[src/rtl/alpha_blend_ctrl_pkg.sv]
// Shared definitions for the alpha-blend controller: FSM encoding and sizing constants.
package alpha_blend_ctrl_pkg;

  typedef enum logic [1:0] {
    ST_IDLE     = 2'd0,
    ST_ACTIVE   = 2'd1,
    ST_LINE_GAP = 2'd2,
    ST_DRAIN    = 2'd3
  } state_t;

  localparam int unsigned DIM_WIDTH_DEF = 12;
  localparam int unsigned DP_LATENCY    = 6;

endpackage

[src/rtl/alpha_win_cmp.sv]
// Combinational overlay-window test for the current pixel position.
module alpha_win_cmp
  import alpha_blend_ctrl_pkg::*;
#(
  parameter int g_DIM_WIDTH = DIM_WIDTH_DEF
) (
  input  logic [g_DIM_WIDTH-1:0] x_i,
  input  logic [g_DIM_WIDTH-1:0] y_i,
  input  logic [g_DIM_WIDTH-1:0] win_x_i,
  input  logic [g_DIM_WIDTH-1:0] win_y_i,
  input  logic [g_DIM_WIDTH-1:0] win_w_i,
  input  logic [g_DIM_WIDTH-1:0] win_h_i,
  input  logic                   alpha_en_i,
  output logic                   in_win_o
);

  // One extra bit so a window reaching past the frame edge never wraps.
  logic [g_DIM_WIDTH:0] x_end;
  logic [g_DIM_WIDTH:0] y_end;

  assign x_end = {1'b0, win_x_i} + {1'b0, win_w_i};
  assign y_end = {1'b0, win_y_i} + {1'b0, win_h_i};

  assign in_win_o = alpha_en_i
                  && (x_i >= win_x_i) && ({1'b0, x_i} < x_end)
                  && (y_i >= win_y_i) && ({1'b0, y_i} < y_end);

endmodule

[src/rtl/alpha_blend_ctrl.sv]
// Frame sequencer for the alpha-blend datapath: paces FIFO reads per pixel,
// inserts line gaps, and tracks in-flight pixels until the frame drains.
module alpha_blend_ctrl
  import alpha_blend_ctrl_pkg::*;
#(
  parameter int g_DIM_WIDTH  = DIM_WIDTH_DEF,
  parameter int g_LINE_GAP   = 4,
  parameter int g_PEND_WIDTH = 4
) (
  input  logic                   SYS_CLK_I,
  input  logic                   RESET_n_I,
  input  logic                   FRAME_START_I,
  input  logic [g_DIM_WIDTH-1:0] HRES_I,
  input  logic [g_DIM_WIDTH-1:0] VRES_I,
  input  logic [g_DIM_WIDTH-1:0] WIN_X_I,
  input  logic [g_DIM_WIDTH-1:0] WIN_Y_I,
  input  logic [g_DIM_WIDTH-1:0] WIN_W_I,
  input  logic [g_DIM_WIDTH-1:0] WIN_H_I,
  input  logic                   ALPHA_EN_I,
  input  logic                   V1_EMPTY_I,
  input  logic                   V2_EMPTY_I,
  output logic                   V1_RE_O,
  output logic                   V2_RE_O,
  output logic                   VALID_O,
  output logic                   START_BLEND_O,
  input  logic                   VOUT_VALID_I,
  output logic                   BUSY_O,
  output logic                   FRAME_DONE_O
);

  localparam int GAP_W = (g_LINE_GAP > 1) ? $clog2(g_LINE_GAP) : 1;
  localparam logic [g_DIM_WIDTH-1:0] DIM_ONE  = g_DIM_WIDTH'(1);
  localparam logic [GAP_W-1:0]       GAP_LAST = GAP_W'(g_LINE_GAP - 1);

  state_t                  state_q;
  logic [g_DIM_WIDTH-1:0]  hres_q, vres_q;
  logic [g_DIM_WIDTH-1:0]  win_x_q, win_y_q, win_w_q, win_h_q;
  logic                    alpha_en_q;
  logic [g_DIM_WIDTH-1:0]  x_q, y_q;
  logic [GAP_W-1:0]        gap_q;
  logic [g_PEND_WIDTH-1:0] pend_q, pend_d;
  logic                    valid_q, start_q, done_q;

  logic in_win, adv, v1_re, v2_re, last_px, last_ln, gap_done;

  alpha_win_cmp #(
    .g_DIM_WIDTH(g_DIM_WIDTH)
  ) u_win_cmp (
    .x_i       (x_q),
    .y_i       (y_q),
    .win_x_i   (win_x_q),
    .win_y_i   (win_y_q),
    .win_w_i   (win_w_q),
    .win_h_i   (win_h_q),
    .alpha_en_i(alpha_en_q),
    .in_win_o  (in_win)
  );

  // Handshake: a read enable is a same-cycle request against a non-empty FIFO,
  // only in ACTIVE; the FIFO word appears one cycle later, qualified by VALID_O
  // (background) and START_BLEND_O (overlay), which are the read enables delayed.
  assign adv      = (state_q == ST_ACTIVE) && !V2_EMPTY_I && (!in_win || !V1_EMPTY_I);
  assign v2_re    = adv;
  assign v1_re    = adv && in_win;
  assign last_px  = (x_q == hres_q - DIM_ONE);
  assign last_ln  = (y_q == vres_q - DIM_ONE);
  assign gap_done = (gap_q == GAP_LAST);

  // Concurrent issue and retire leave the count unchanged.
  always_comb begin
    pend_d = pend_q;
    if (valid_q && !VOUT_VALID_I && (pend_q != '1)) begin
      pend_d = pend_q + g_PEND_WIDTH'(1);
    end else if (!valid_q && VOUT_VALID_I && (pend_q != '0)) begin
      pend_d = pend_q - g_PEND_WIDTH'(1);
    end
  end

  always_ff @(posedge SYS_CLK_I or negedge RESET_n_I) begin
    if (!RESET_n_I) begin
      state_q    <= ST_IDLE;
      hres_q     <= '0;
      vres_q     <= '0;
      win_x_q    <= '0;
      win_y_q    <= '0;
      win_w_q    <= '0;
      win_h_q    <= '0;
      alpha_en_q <= 1'b0;
      x_q        <= '0;
      y_q        <= '0;
      gap_q      <= '0;
      pend_q     <= '0;
      valid_q    <= 1'b0;
      start_q    <= 1'b0;
      done_q     <= 1'b0;
    end else begin
      valid_q <= v2_re;
      start_q <= v1_re;
      done_q  <= 1'b0;
      pend_q  <= pend_d;
      case (state_q)
        ST_IDLE: begin
          if (FRAME_START_I) begin
            hres_q     <= HRES_I;
            vres_q     <= VRES_I;
            win_x_q    <= WIN_X_I;
            win_y_q    <= WIN_Y_I;
            win_w_q    <= WIN_W_I;
            win_h_q    <= WIN_H_I;
            alpha_en_q <= ALPHA_EN_I;
            x_q        <= '0;
            y_q        <= '0;
            gap_q      <= '0;
            // An empty frame skips straight to DRAIN so it still completes.
            state_q    <= ((HRES_I == '0) || (VRES_I == '0)) ? ST_DRAIN : ST_ACTIVE;
          end
        end
        ST_ACTIVE: begin
          if (adv) begin
            if (last_px) begin
              x_q     <= '0;
              gap_q   <= '0;
              state_q <= ST_LINE_GAP;
            end else begin
              x_q <= x_q + DIM_ONE;
            end
          end
        end
        ST_LINE_GAP: begin
          if (gap_done) begin
            gap_q <= '0;
            if (last_ln) begin
              state_q <= ST_DRAIN;
            end else begin
              y_q     <= y_q + DIM_ONE;
              state_q <= ST_ACTIVE;
            end
          end else begin
            gap_q <= gap_q + GAP_W'(1);
          end
        end
        ST_DRAIN: begin
          if ((pend_q == '0) && !valid_q) begin
            state_q <= ST_IDLE;
            done_q  <= 1'b1;
          end
        end
        default: state_q <= ST_IDLE;
      endcase
    end
  end

  assign V1_RE_O       = v1_re;
  assign V2_RE_O       = v2_re;
  assign VALID_O       = valid_q;
  assign START_BLEND_O = start_q;
  assign BUSY_O        = (state_q != ST_IDLE);
  assign FRAME_DONE_O  = done_q;

endmodule
[config.mk]
export PLATFORM = sky130hd
export DESIGN_NAME = alpha_blend_ctrl
export DESIGN_NICKNAME = d
export VERILOG_FILES = /design/src/rtl/alpha_blend_ctrl_pkg.sv /design/src/rtl/alpha_win_cmp.sv /design/src/rtl/alpha_blend_ctrl.sv
export SDC_FILE = /design/constraint.sdc
export NUM_CORES = 1
export LEC_CHECK = 0
export ABC_AREA = 1
export CORE_MARGIN = 2
export CORE_UTILIZATION = 50
export DETAILED_ROUTE_END_ITERATION = 10
export PLACE_DENSITY = 0.81
export SLEW_MARGIN = 15
export SYNTH_ARGS = -nofsm -noshare
export SYNTH_HDL_FRONTEND = slang
export SYNTH_HIERARCHICAL = 1
export SYNTH_SLANG_ARGS = --single-unit
[constraint.sdc]
create_clock -name SYS_CLK_I -period 4.28 [get_ports SYS_CLK_I]
set_input_delay 0.428 -clock SYS_CLK_I [delete_from_list [all_inputs] [get_ports SYS_CLK_I]]
set_output_delay 0.428 -clock SYS_CLK_I [all_outputs]
set_load 0.02 [all_outputs]
After elaboration in Yosys (flattened, before gate mapping):

Cells that the tools add are included.

* $add $sub $neg: 9
* multipliers: 0
* div/mod/pow operators: 0
* $lt $le $gt $ge: 4
* equality and inequality tests: 13
* shift-type cells: 0
* mux-type cells: 24
* bitwise operators: 0
* reductions and logical operators: 34

Operator list (number)
* two-way mux 12 bit: 5
* one-hot mux 12 bit (2 select lines): 2
* adder 12 x 12 -> 13 bit: 2
* less-than comparator 12 x 13 -> 1 bit: 2
* adder 12 x 1 -> 12 bit (second input constant): 2
* equality test 12 bit: 2
* greater-or-equal comparator 12 bit: 2
* logical NOT 12 bit: 2
* subtractor 12 x 1 -> 12 bit (second input constant): 2
* two-way mux 2 bit: 11
* logical AND 1 bit: 12
* inequality test 2 bit (second input constant): 6
* two-way mux 4 bit: 2
* one-hot mux 2 bit (4 select lines): 1
* AND reduction 4 bit: 2
* nonzero test 2 bit: 4
* equality test 2 bit (second input constant): 3
* one-hot mux 2 bit (3 select lines): 1
* logical NOT 1 bit: 5
* AND reduction 5 bit: 1
* adder 4 x 1 -> 4 bit (second input constant): 1
* logical NOT 4 bit: 1
* inequality test 4 bit (second input constant): 1
* nonzero test 4 bit: 1
* 9 further kinds: 11

* flip-flop bits (word level): 108
* latch bits: 0
* memory bits (writable): 0
* memory bits (read-only): 0
* memories kept: 0

Longest topological paths before layout:

Gate-level depths: netlist of run 1.

* depth in word-level cells: 10
* depth in mapped cells: 27
* depth with buffers taken out: 27

Cells and area by module:

Netlist of run 1, hierarchy kept.

By module, submodules not included
* alpha_blend_ctrl: instances 1, cells each 737, area an instance 5699.2 um^2, sequential area each 2702.6 um^2
* alpha_win_cmp: instances 1, cells each 341, area an instance 2180.8 um^2, sequential area each 0.0 um^2

Worst setup path before layout of run 1:

Ideal clock, no wire load.

* path type: flip-flop to output port
* start: register win_x_q[0]
* end: output port V1_RE_O
* arrival: 2.848 ns
* data required time: 3.852 ns
* path slack: 1.004 ns
* stages on the path, launching flop included: 23
* path buffers: 0
* cells stage by stage: dfrtp_1 -> ha_1 -> inv_1 -> fa_1 -> nand3b_1 -> nand2_1 -> a21oi_1 -> nor2_1 -> nor2_1 -> xor2_1 -> ha_1 -> nand2_1 -> inv_1 -> nand2_1 -> nand2_1 -> nand2_1 -> nand2_1 -> nand2_1 -> nand4_1 -> nor2_1 -> a21oi_1 -> nand2_1 -> nor2_1

* longest elaborated chain between the ends: 9
* elaborated cells between the ends (all ways): 11
* those cells by class: add/sub: 1; order compare: 2; reduce/logical: 8

RTL lines
* start: declaration: RTL line alpha_blend_ctrl.sv:37 `logic [g_DIM_WIDTH-1:0] win_x_q, win_y_q, win_w_q, win_h_q;`
* start signal: assignment: RTL line alpha_blend_ctrl.sv:84 `win_x_q <= '0;`
* start signal: assignment: RTL line alpha_blend_ctrl.sv:106 `win_x_q <= WIN_X_I;`
* adder 12 x 12 -> 13 bit or greater-or-equal comparator 12 bit (tied branches): RTL line alpha_win_cmp.sv:21, alpha_win_cmp.sv:25
* less-than comparator 12 x 13 -> 1 bit or logical AND 1 bit (tied branches): RTL line alpha_win_cmp.sv:25 `&& (x_i >= win_x_i) && ({1'b0, x_i} < x_end)`
* logical AND 1 bit *: RTL line alpha_win_cmp.sv:25
* logical AND 1 bit * (2 in series): RTL line alpha_win_cmp.sv:26 `&& (y_i >= win_y_i) && ({1'b0, y_i} < y_end);`
* via in_win: RTL line alpha_blend_ctrl.sv:44 `logic in_win, adv, v1_re, v2_re, last_px, last_ln, gap_done;`
* logical NOT 1 bit: RTL line alpha_blend_ctrl.sv:62 `assign adv = (state_q == ST_ACTIVE) && !V2_EMPTY_I && (!in_win || !V1_EMPTY_I);`
* logical OR 1 bit: RTL line alpha_blend_ctrl.sv:62
* logical AND 1 bit: RTL line alpha_blend_ctrl.sv:62
* logical AND 1 bit *: RTL line alpha_blend_ctrl.sv:64 `assign v1_re = adv && in_win;`
* end: declaration: RTL line alpha_blend_ctrl.sv:22 `output logic V1_RE_O,`

The timed path passes the listed nets; every way through them passes the cells marked *.

Worst setup path after layout of run 1:

* start: register win_x_q[0]
* end: output port V2_RE_O

* longest elaborated chain between the ends: 8
* elaborated cells between the ends (all ways): 10
* those cells by class: add/sub: 1; order compare: 2; reduce/logical: 7

RTL lines
* adder 12 x 12 -> 13 bit or greater-or-equal comparator 12 bit (tied branches): RTL line alpha_win_cmp.sv:21, alpha_win_cmp.sv:25
* less-than comparator 12 x 13 -> 1 bit or logical AND 1 bit (tied branches): RTL line alpha_win_cmp.sv:25
* logical AND 1 bit *: RTL line alpha_win_cmp.sv:25
* logical AND 1 bit * (2 in series): RTL line alpha_win_cmp.sv:26
* via in_win: RTL line alpha_blend_ctrl.sv:44
* logical NOT 1 bit *: RTL line alpha_blend_ctrl.sv:62
* logical OR 1 bit *: RTL line alpha_blend_ctrl.sv:62
* logical AND 1 bit *: RTL line alpha_blend_ctrl.sv:62
* end: declaration: RTL line alpha_blend_ctrl.sv:23 `output logic V2_RE_O,`

Marks and branches as above.

==> metrics.txt, run 1 <==
post-DR vias/cell 5.08; crit-path cells ha_1 > inv_1 > fa_1 > nand3b_1 > nand2_2 > a21oi_1 > nor2_1 > nor2_1 > xor2_1 > ha_1 > nand2_1 > inv_1 > nand2_1 > nand2_1 > nand2_1 > nand2_1 > nand2_1 > nand4_1 > nor2_2 > a21oi_1 > nand2_1 > inv_1 > clkbuf_2; share of layout cells above drive strength 1 0.0500; worst min-delay path class input port to asynchronous set/reset pin; mux cell area share after synthesis 0.00143; nets 1316; leakage power figure 4.75 nW; met3 wire len 981 microns; I/O Pins 85; Starting Density 0.515; Top FF cell, synth dfrtp_1; DR vias 6969; post-synthesis cell type count 46; Clock Skew 0.00926 ns; Reg2Reg Setup Slack 0.50 ns; slack of the critical path 0.361 ns; die height 130 microns; sequential cell area fraction in the yosys report 0.343; met1 WL 8340 microns; period utilisation layout 0.916; Final TNS setup 0 ns; synthesized instance count 1078; Die Footprint 16800 sq um; Synth Area in Adders 0.130; Post-Syn Area per Cell 7.31 sq um; vias in the first global route 6583; worst r2r dst x_q[11]; CP startpoint win_x_q[0]; Tmin final 3.92 ns; clock transition at the registers of the reported paths 0.07 ns; Detailed Route WL 18200 microns; first-pass GRT wire length 30300 microns; Syn-to-layout area delta 16.6%; Fillers 1414; worst reg2reg path startpoint win_x_q[0]; post-route core utilization 0.600; Yosys Warn Count 6; Final HPWL DP 14000 microns; combinational family with the most area after synthesis simple AND/OR/NAND/NOR gates; Total Routing Usage GR 0.227; clk buf depth 2; routability congestion estimate 0.887; PwrDens 262 nW/um^2; global route overflow 0; CP Class register to primary output; Critical Path RT 3.85 ns; largest net degree at the start of global routing 92; CP endpoint kind primary output; XOR/XNOR Fraction of Synth Area 0.0664; mapped cell area 7880 sq um; worst skew pair latency 0.36 ns; dpl ws 0.287 ns; R2R cell count 27; Die W 130 microns; initial antenna violation count 0; clk sinks 108; CTS Buf Count 9; antenna cells 0; core area 15300 sq um; #FFs+latches synth 108; status finished clean; Antenna Nets Post-Route 0; max cap viols 0; Synth Area in Compound Gates 0.0884; Final Slew Violations 0; slowest CP cell fa_1; Setup-failing EPs final 0; Final Non-Filler Cells 1371; Placed Cells 1357; CTS tree built; # port buffers 84; Slew headroom 0.335; post-synth net total 1237; final hold viol count 0; DR iter-0 viols 498; Final Power 2.40 mW; Top Layer Used met4; DR pass1 iterations 5; CP most frequent cell nand2_1; met2 routed WL 8610 microns; Synth async-reset ratio 1.00; max incr delay on CP 0.39 ns; Synth Area in Simple Gates 0.288; Fmax achieved 0.255 GHz; RSZ-0062 raised after global routing false; actual slew at the worst max-slew pin 0.996 ns; wire per inst 13.3 microns; peak supply drop 0.199 mV; crit path max fanout 4; H-Tree Depth 3; Worst setup SP type register; hold_buf cts 0; EDFF count, synth 0; Post-route DRC 0; # rows 45; crit path DAT 3.49 ns; Root Driver clkbuf_16
==> critical path, delay by kind of cell (launching register included) <==
kind	cells	cell delay, ns
simple gates	13	1.23
fa+ha+maj	3	0.86
flops	1	0.37
buf+inv	4	0.32
compound gates	2	0.20
xor+xnor	1	0.14
==> power breakdown <==
| part | internal [mW] | switching (mW) |
|---|---|---|
| Clock | 0.446 | 0.365 |
| Combinational | 0.226 | 0.212 |
| Sequential | 1.07 | 0.0873 |
| Total | 1.74 | 0.664 |
==> Yosys cell counts, types with 2 or more instances <==
library cell | instances | area share
nand3b_1 | 5 | 0.0048
nand3_1 | 30 | 0.019
inv_2 | 6 | 0.0029
ha_1 | 77 | 0.12
o21ai_2 | 4 | 0.0044
o211ai_1 | 2 | 0.0019
o21ai_1 | 6 | 0.0038
dfrtp_1 | 108 | 0.34
nor2_2 | 4 | 0.0032
nand3_2 | 3 | 0.0038
inv_1 | 136 | 0.065
fa_1 | 3 | 0.0076
nand2_2 | 2 | 0.0016
xnor2_1 | 15 | 0.017
nand2_1 | 377 | 0.18
buf_4 | 2 | 0.0019
nor4_1 | 4 | 0.0032
a21oi_2 | 7 | 0.0078
or2_2 | 2 | 0.0016
nand4_1 | 27 | 0.021
xor2_1 | 42 | 0.047
o31ai_1 | 2 | 0.0019
nor2_1 | 74 | 0.035
nor3_1 | 11 | 0.0070
a21o_1 | 2 | 0.0019
clkbuf_1 | 10 | 0.0048
a21oi_1 | 50 | 0.032
o21bai_1 | 2 | 0.0019
o21ai_0 | 40 | 0.025
and2_1 | 2 | 0.0016
buf_2 | 7 | 0.0044
nor2_4 | 2 | 0.0029
==> cell usage in the layout (no fill, tap or decap), types with 3 or more instances in the layout <==
cell type | netlist | layout
a21oi_1 | 50 | 50
a21oi_2 | 7 | 7
buf_4 | 2 | 5
clkbuf_16 | 0 | 9
clkdlybuf4s50_1 | 0 | 81
dfrtp_1 | 108 | 108
fa_1 | 3 | 3
ha_1 | 77 | 77
inv_1 | 136 | 136
inv_2 | 6 | 6
nand2_1 | 377 | 375
nand2_2 | 2 | 4
nand3_1 | 30 | 30
nand3_2 | 3 | 3
nand3b_1 | 5 | 5
nand4_1 | 27 | 27
nor2_1 | 74 | 73
nor2_2 | 4 | 5
nor3_1 | 11 | 11
nor4_1 | 4 | 4
o21ai_0 | 40 | 40
o21ai_1 | 6 | 6
o21ai_2 | 4 | 4
xnor2_1 | 15 | 15
xor2_1 | 42 | 42
==> what timing repair did <==
item,4_1_cts,5_1_grt
resized for setup,3,5
setup buffers,0,0
setup endpoints to repair,2,2
pin swaps,0,1
==> sequential cells by signal, indices dropped and copies added, names as in the netlist <==
signal,cells
gap_q,2
state_q,2
alpha_en_q,1
FRAME_DONE_O,1
START_BLEND_O,1
x_q,12
win_w_q,12
win_h_q,12
win_y_q,12
win_x_q,12
vres_q,12
pend_q,4
y_q,12
hres_q,12
VALID_O,1
==> stage by stage <==
| stage | hold WS (ns) | cell area, sq um |
|---|---|---|
| floorplan | 0.132 | 7880 |
| finish | 0.219 | 9190 |
| global route | 0.297 | 9190 |
| global placement | 0.460 | 8920 |
| detailed placement | 0.466 | 8920 |
| CTS | 0.254 | 9190 |
==> worst max path at each step <==
stage | end | slack (ns)
after floorplan | V1_RE_O | 1.00
after global placement | V1_RE_O | 0.35
after detailed placement | V1_RE_O | 0.29
after CTS | V1_RE_O | 0.19
after global routing | V1_RE_O | 0.04
final | V2_RE_O | 0.36
==> cell type report <==
type                       instances  area (sq um)  area share
clock buffer                      11           233      0.0253
clock inverter                     3          40.0     0.00436
inverter                         143           537      0.0584
multi-input combinational        806          4530       0.493
sequential                       108          2700       0.294
tap                              211           264      0.0287
timing repair buffer              89           878      0.0956
==> layer usage <==
metal,vias up,track usage
met3,24,0.0429
met1,3193,0.299
met5,-,0
li1,3568,-
met4,0,0.0588
met2,184,0.385
==> cell families (layout without fill, tap and decap cells) <==
| group | count (synthesis) | after routing |
|---|---|---|
| simple gates | 546 | 546 |
| mux | 1 | 1 |
| fa+ha+maj | 80 | 80 |
| flops | 108 | 108 |
| xor+xnor | 58 | 58 |
| buf+inv | 164 | 246 |
| compound gates | 121 | 121 |
No activity file was read; power rests on OpenSTA's default activity.
==> run 2: changes to the inputs <==
--- a/config.mk
+++ b/config.mk
@@ -6,10 +6,13 @@
 export NUM_CORES = 1
 export LEC_CHECK = 0
 export ABC_AREA = 1
+export CELL_PAD_IN_SITES_DETAIL_PLACEMENT = 0
+export CELL_PAD_IN_SITES_GLOBAL_PLACEMENT = 1
 export CORE_MARGIN = 2
-export CORE_UTILIZATION = 50
+export CORE_UTILIZATION = 42
 export DETAILED_ROUTE_END_ITERATION = 10
-export PLACE_DENSITY = 0.81
+export PLACE_DENSITY = 0.9
+export REMOVE_ABC_BUFFERS = 1
 export SLEW_MARGIN = 15
 export SYNTH_ARGS = -nofsm -noshare
 export SYNTH_HDL_FRONTEND = slang
==> run 2 against run 1 <==
  * Sequential cell count is the same
  * Hold slack lost 0.0080 ns
  * Clock power is essentially flat
  * Worst setup slack lost 0.059 ns
  * Critical path depth shrank 2
  * Maximum frequency shrank 1.5%
  * Core utilization shrank 10 points
  * Combinational power shrank 2%
  * Non-clock buffer count shrank 1
  * Clock skew shrank 0.0023 ns
==> metrics.txt, run 2 (same netlist as run 1, synthesis figures left out) <==
max cap viols 0 (unchanged); first-pass GRT wire length 29800 microns (-1.7%); Critical Path RT 3.85 ns (about the same); postcts setup bufs 0 (unchanged); max incr delay on CP 0.40 ns (about the same); PwrDens 260 nW/um^2 (-0.60%); antenna cells 0 (unchanged); # rows 50 (+11%); DR pass1 iterations 5 (unchanged); Flop pwr share 0.481 (about the same); worst skew pair latency 0.36 ns (about the same); crit path max fanout 4 (unchanged); Net Switching 705 uW (+6.1%); Post-CTS Resized 3 (unchanged); Final Slew Violations 0 (unchanged); Worst setup SP type register; WHS 0.211 ns (-0.00804 ns); clock transition at the registers of the reported paths 0.08 ns (about the same); core area 18600 sq um (+21%); H-Tree Depth 3 (unchanged); initial antenna violation count 0 (unchanged); Detailed Route WL 17500 microns (-3.8%); CP Class register to primary output; CTS Buf Count 9 (unchanged); actual slew at the worst max-slew pin 1.03 ns (+0.0345 ns); power share of the clock group 0.339 (+0.002); crit-path cells ha_1 > inv_1 > fa_1 > nand3b_1 > nand2_2 > a21oi_1 > xor2_1 > ha_1 > nand2_1 > o21ai_0 > nand2_1 > nand2_1 > nand2_1 > nand2_1 > nand2_1 > nand4_1 > nor2_4 > a21oi_1 > nand2_1 > nor2_1 > buf_2; Gate power share 0.180 (-0.002); crit path DAT 3.55 ns (+0.06 ns); largest net degree at the start of global routing 80 (-13%); I/O Pins 85 (unchanged); Setup-failing EPs final 0 (unchanged); worst min-delay path class input port to asynchronous set/reset pin; RSZ-0062 raised after global routing false; global route overflow 0 (unchanged); DR iter-0 viols 305 (-39%); dpl ws 0.206 ns (-0.0810 ns); # port buffers 84 (unchanged); leakage power figure 4.73 nW (-0.38%); Slew headroom 0.313 (-0.0223); Syn-to-layout area delta 16.9%; peak supply drop 0.188 mV (-5.7%); Placed Cells 1379 (+1.6%); wire per inst 12.6 microns (-5.5%); clk sinks 108 (unchanged); slack of the critical path 0.303 ns (-0.0585 ns); Total Routing Usage GR 0.182 (-0.0447); Final HPWL DP 13400 microns (-4.1%); Post-route DRC 0 (unchanged); period utilisation layout 0.929 (+0.0137); Tmin final 3.98 ns (+0.0585 ns); slowest CP cell fa_1; Int Pwr 1.69 mW (-2.8%); sw frac 0.294 (+0.0179); CP most frequent cell nand2_1; vias in the first global route 6318 (-4.0%); Final TNS setup 0 ns (unchanged); Clock Skew 0.00693 ns (-0.00233 ns); most frequent cells in the layout nand2_1 (375), inv_1 (135), dfrtp_1 (108); Final Power 2.40 mW (-0.37%); Die Footprint 19900 sq um (+18%); post-DR vias/cell 4.81 (-5.4%); Fmax achieved 0.251 GHz (-1.5%); commonest non-fill, non-tap cell in the layout nand2_1; Die W 141 microns (+8.8%); routability congestion estimate 0.851 (-4.1%); clk buf depth 2 (unchanged); hold_buf cts 0 (unchanged); Antenna Nets Post-Route 0 (unchanged); CP endpoint kind primary output; final hold viol count 0 (unchanged); CTS tree built; share of layout cells above drive strength 1 0.0525 (+0.00254); Starting Density 0.424 (-0.0904); die height 141 microns (+8.8%); DR vias 6710 (-3.7%); Final Non-Filler Cells 1395 (+1.8%); nets 1315 (-0.076%); status finished clean; Root Driver clkbuf_16
## run 2: cell count changes in the layout (fill, tap and decap cells not counted), sizes merged
cell and delta:
clkinvlp +2, clkinv +2, inv +1, bufinv -1, clkbuf -3
## run 2: area by class of cell
class	instances	area, sq um
Fill cell	1856	9370
Inverter	143	537
Sequential cell	108	2700
Clock inverter	7	51.3
Timing Repair Buffer	88	862
Tap cell	234	293
Clock buffer	9	225
Multi-Input combinational cell	806	4540
## run 2: worst max-delay path: cells and delay by family, from the launching register on
kind                     cells  cell delay, ns
AO/OA/AOI/OAI                3            0.43
XOR/XNOR                     1            0.15
adder cells (fa/ha/maj)      3            0.89
buffers and inverters        2            0.24
flip-flops                   1            0.38
AND/OR/NAND/NOR             12            1.10
## run 2: worst paths after layout
| kind | start | slack, ns | end | depth (start not counted) |
|---|---|---|---|---|
| min in group SYS_CLK_I | gap_q[1] | 0.49 | gap_q[1] | 2 |
| worst max-delay path | win_x_q[0] | 0.30 | V1_RE_O | 21 |
| worst max register to register | win_x_q[0] | 0.43 | x_q[8] | 25 |
| max in group asynchronous | RESET_n_I | 3.05 | win_h_q[3] | 2 |
| worst min-delay path | RESET_n_I | 0.21 | hres_q[5] | 1 |
| worst min register to register | gap_q[1] | 0.49 | gap_q[1] | 2 |
## run 2: layer usage
layer	vias up	global-route usage	share of wire
met2	113	0.285	0.42
met4	0	0.0363	0.0095
met3	8	0.0346	0.037
met5	-	0	0
li1	3581	-	-
met1	3008	0.264	0.53
## run 2: power by group through the flow
stage | combinational, mW | sequential, mW | clock (mW)
floorplan | 0.283 | 1.15 | 0
global placement | 0.423 | 1.17 | 0
detailed placement | 0.433 | 1.17 | 0
CTS | 0.436 | 1.15 | 0.842
global route | 0.502 | 1.17 | 0.876
finish | 0.431 | 1.15 | 0.811
## run 2: stage by stage
step / cell area, sq um / utilization
6_report: 9210 / 0.496
5_1_grt: 9210 / 0.496
4_1_cts: 9210 / 0.495
3_5_place_dp: 8930 / 0.481
3_3_place_gp: 8930 / 0.481
2_1_floorplan: 7770 / -
==> run 3: changes to the inputs <==
--- a/config.mk
+++ b/config.mk
@@ -8,12 +8,13 @@
 export ABC_AREA = 1
 export CELL_PAD_IN_SITES_DETAIL_PLACEMENT = 0
 export CELL_PAD_IN_SITES_GLOBAL_PLACEMENT = 1
+export CORE_ASPECT_RATIO = 2
 export CORE_MARGIN = 2
 export CORE_UTILIZATION = 42
 export DETAILED_ROUTE_END_ITERATION = 10
 export PLACE_DENSITY = 0.9
 export REMOVE_ABC_BUFFERS = 1
-export SLEW_MARGIN = 15
+export SLEW_MARGIN = 20
 export SYNTH_ARGS = -nofsm -noshare
 export SYNTH_HDL_FRONTEND = slang
 export SYNTH_HIERARCHICAL = 1
==> run 3 against run 2 <==
  * Design area shrank 0.24%
  * Register-to-register slack better by 0.05 ns
  * Hold slack lost 0.0096 ns
  * Sequential cell count unchanged
  * Sequential share of layout area rose by 0.072 points
  * Critical path depth rose by 2
  * Maximum frequency is 0.58% higher
  * Final cell count down 1.3%
  * Critical path type unchanged
  * Largest power group unchanged
==> metrics.txt, run 3 (same netlist as run 1, synthesis figures left out) <==
final hold viol count 0 (unchanged); Root Driver clkbuf_16; Worst setup SP type register; routability congestion estimate 0.844 (-0.81%); max incr delay on CP 0.39 ns (about the same); max cap viols 0 (unchanged); Net Switching 682 uW (-3.3%); sw frac 0.285 (-0.00972); Clock Skew 0.0108 ns (+0.00389 ns); Die Footprint 19900 sq um (+0.33%); clock transition at the registers of the reported paths 0.07 ns (about the same); nets 1316 (+0.076%); # port buffers 84 (unchanged); Final Slew Violations 0 (unchanged); largest net degree at the start of global routing 76 (-5.0%); share of layout cells above drive strength 1 0.0543 (+0.00172); peak supply drop 0.156 mV (-17%); Int Pwr 1.71 mW (+1.4%); actual slew at the worst max-slew pin 0.977 ns (-0.0541 ns); die height 198 microns (+40%); Slew headroom 0.349 (+0.0361); wire per inst 13.9 microns (+11%); worst r2r dst x_q[8]; antenna cells 0 (unchanged); Gate power share 0.182 (+0.002); Buf+Inv Stages, Crit Path 3 (+1); DR vias 6976 (+4.0%); Crit path max-delay family simple AND/OR/NAND/NOR gates; Fmax achieved 0.253 GHz (+0.58%); Final Non-Filler Cells 1377 (-1.3%); Fillers 1851 (-0.27%); worst min-delay path class input port to asynchronous set/reset pin; commonest non-fill, non-tap cell in the layout nand2_1; most frequent cells in the layout nand2_1 (373), inv_1 (134), dfrtp_1 (108); crit-path cells ha_1 > inv_1 > fa_1 > nand3b_1 > nand2_2 > a21oi_1 > nor2_1 > nor2_1 > xor2_1 > ha_1 > nand2_1 > inv_1 > nand2_1 > nand2_1 > nand2_1 > nand2_1 > nand2_1 > nand4_1 > nor2_2 > a21oi_1 > nand2_2 > nor2_2 > clkbuf_2; Die W 101 microns (-28%); core area 18300 sq um (-1.5%); Post-route DRC 0 (unchanged); Syn-to-layout area delta 16.6%; Tmin final 3.95 ns (-0.0229 ns); period utilisation layout 0.924 (-0.00535); Starting Density 0.430 (+0.00638); H-Tree Depth 3 (unchanged); Critical Path RT 3.85 ns (about the same); CTS Buf Count 9 (unchanged); CP Class register to primary output; worst skew pair latency 0.36 ns (about the same); first-pass GRT wire length 31700 microns (+6.4%); CTS tree built; CP endpoint kind primary output; clk sinks 108 (unchanged); Final HPWL DP 15100 microns (+13%); Total Routing Usage GR 0.202 (+0.0196); DR pass1 iterations 4 (-1); worst reg2reg path startpoint win_x_q[0]; Reg2Reg Setup Slack 0.48 ns (+0.05 ns); postcts setup bufs 0 (unchanged); vias in the first global route 6927 (+9.6%); status finished clean; I/O Pins 85 (unchanged); Antenna Nets Post-Route 0 (unchanged); crit path DAT 3.53 ns (-0.02 ns); clk buf depth 2 (unchanged); crit path max fanout 4 (unchanged); Detailed Route WL 19100 microns (+9.1%); Final TNS setup 0 ns (unchanged); global route overflow 0 (unchanged); PwrDens 261 nW/um^2 (+0.28%); RSZ-0062 raised after global routing false; slowest CP cell fa_1; Flop pwr share 0.486 (+0.005); Placed Cells 1362 (-1.2%); # rows 70 (+40%); Setup-failing EPs final 0 (unchanged); initial antenna violation count 0 (unchanged); leakage power figure 4.74 nW (about the same); CP most frequent cell nand2_1; post-DR vias/cell 5.07 (+5.3%); power share of the clock group 0.332 (-0.007); R2R cell count 26 (+4.0%); DR iter-0 viols 209 (-31%)
## run 3: cell count changes in the layout (fill, tap and decap cells not counted), sizes merged
| cell | change |
|---|---|
| clkinvlp | -2 |
| inv | -2 |
| clkbuf | +5 |
| clkinv | -1 |
## run 3: repair_timing
action / in CTS / in global routing
setup endpoints to repair: 2 / 8
gates resized for setup: 3 / 10
gates cloned: 0 / 0
hold endpoints to repair: 0 / 0
hold buffers: 0 / 0
pin swaps: 0 / 1
## run 3: routing by layer
| metal | up-vias | wire length (microns) | GRT usage |
|---|---|---|---|
| li1 | 3582 | - | - |
| met5 | - | 0 | 0 |
| met1 | 3257 | 7110 | 0.202 |
| met3 | 37 | 334 | 0.0240 |
| met4 | 0 | 636 | 0.0893 |
| met2 | 100 | 11000 | 0.399 |
## run 3: per-stage QoR
| stage | hold WS [ns] | util | setup slack (ns) | total power, mW | cell area, sq um |
|---|---|---|---|---|---|
| floorplan | 0.132 | - | 0.554 | 1.43 | 7770 |
| global placement | 0.464 | 0.487 | 0.264 | 1.61 | 8910 |
| detailed placement | 0.469 | 0.487 | 0.191 | 1.62 | 8910 |
| CTS | 0.259 | 0.502 | 0.0982 | 2.43 | 9190 |
| global route | 0.293 | 0.502 | 0.000417 | 2.54 | 9190 |
| finish | 0.201 | 0.502 | 0.325 | 2.40 | 9190 |
## run 3: worst max-delay path by stage
| stage | from | endpoint | slack (ns) | cells after the start |
|---|---|---|---|---|
| 2_1_floorplan | win_x_q[0] | x_q[8] | 0.55 | 26 |
| 3_3_place_gp | win_x_q[0] | V1_RE_O | 0.26 | 23 |
| 3_5_place_dp | win_x_q[0] | V1_RE_O | 0.19 | 23 |
| 4_1_cts | win_x_q[0] | V1_RE_O | 0.1 | 23 |
| 5_1_grt | win_x_q[0] | V1_RE_O | 0.0004 | 23 |
| 6_report | win_x_q[0] | V1_RE_O | 0.33 | 23 |
## run 3: cell type report
| class | instances | area, sq um | share of cell area |
|---|---|---|---|
| multi-input cells | 806 | 4540 | 0.494 |
| flip-flops and latches | 108 | 2700 | 0.294 |
| repair buffers | 89 | 866 | 0.0942 |
| inverters | 143 | 537 | 0.0584 |
| well taps | 216 | 270 | 0.0294 |
| clock buffers | 13 | 260 | 0.0283 |
| clock inverters | 2 | 10.0 | 0.00109 |
## run 3: worst reg2reg max path: stages (launching register included)
cell and delay (ns):
dfrtp_1 0.38, ha_1 0.19, inv_1 0.06, fa_1 0.39, nand3b_1 0.18, nand2_2 0.12
a21oi_1 0.11, nor2_1 0.10, nor2_1 0.06, xor2_1 0.14, ha_1 0.30, nand2_1 0.05
inv_1 0.07, nand2_1 0.05, nand2_1 0.05, nand2_1 0.04, nand2_1 0.05, nand2_1 0.05
nand4_1 0.09, nor2_2 0.07, a21oi_1 0.18, nand2_2 0.12, nand2_2 0.26, nand2_1 0.15
nor3_1 0.21, xnor2_1 0.17, a21oi_2 0.04
## run 3: power groups by stage
stage                     Clock, mW  Sequential (mW)  Combinational, mW
after floorplan                   0             1.15              0.283
after detailed placement          0             1.19              0.438
after global placement            0             1.18              0.429
after CTS                     0.823             1.16              0.441
final                         0.795             1.17              0.435
after global routing          0.866             1.17              0.504
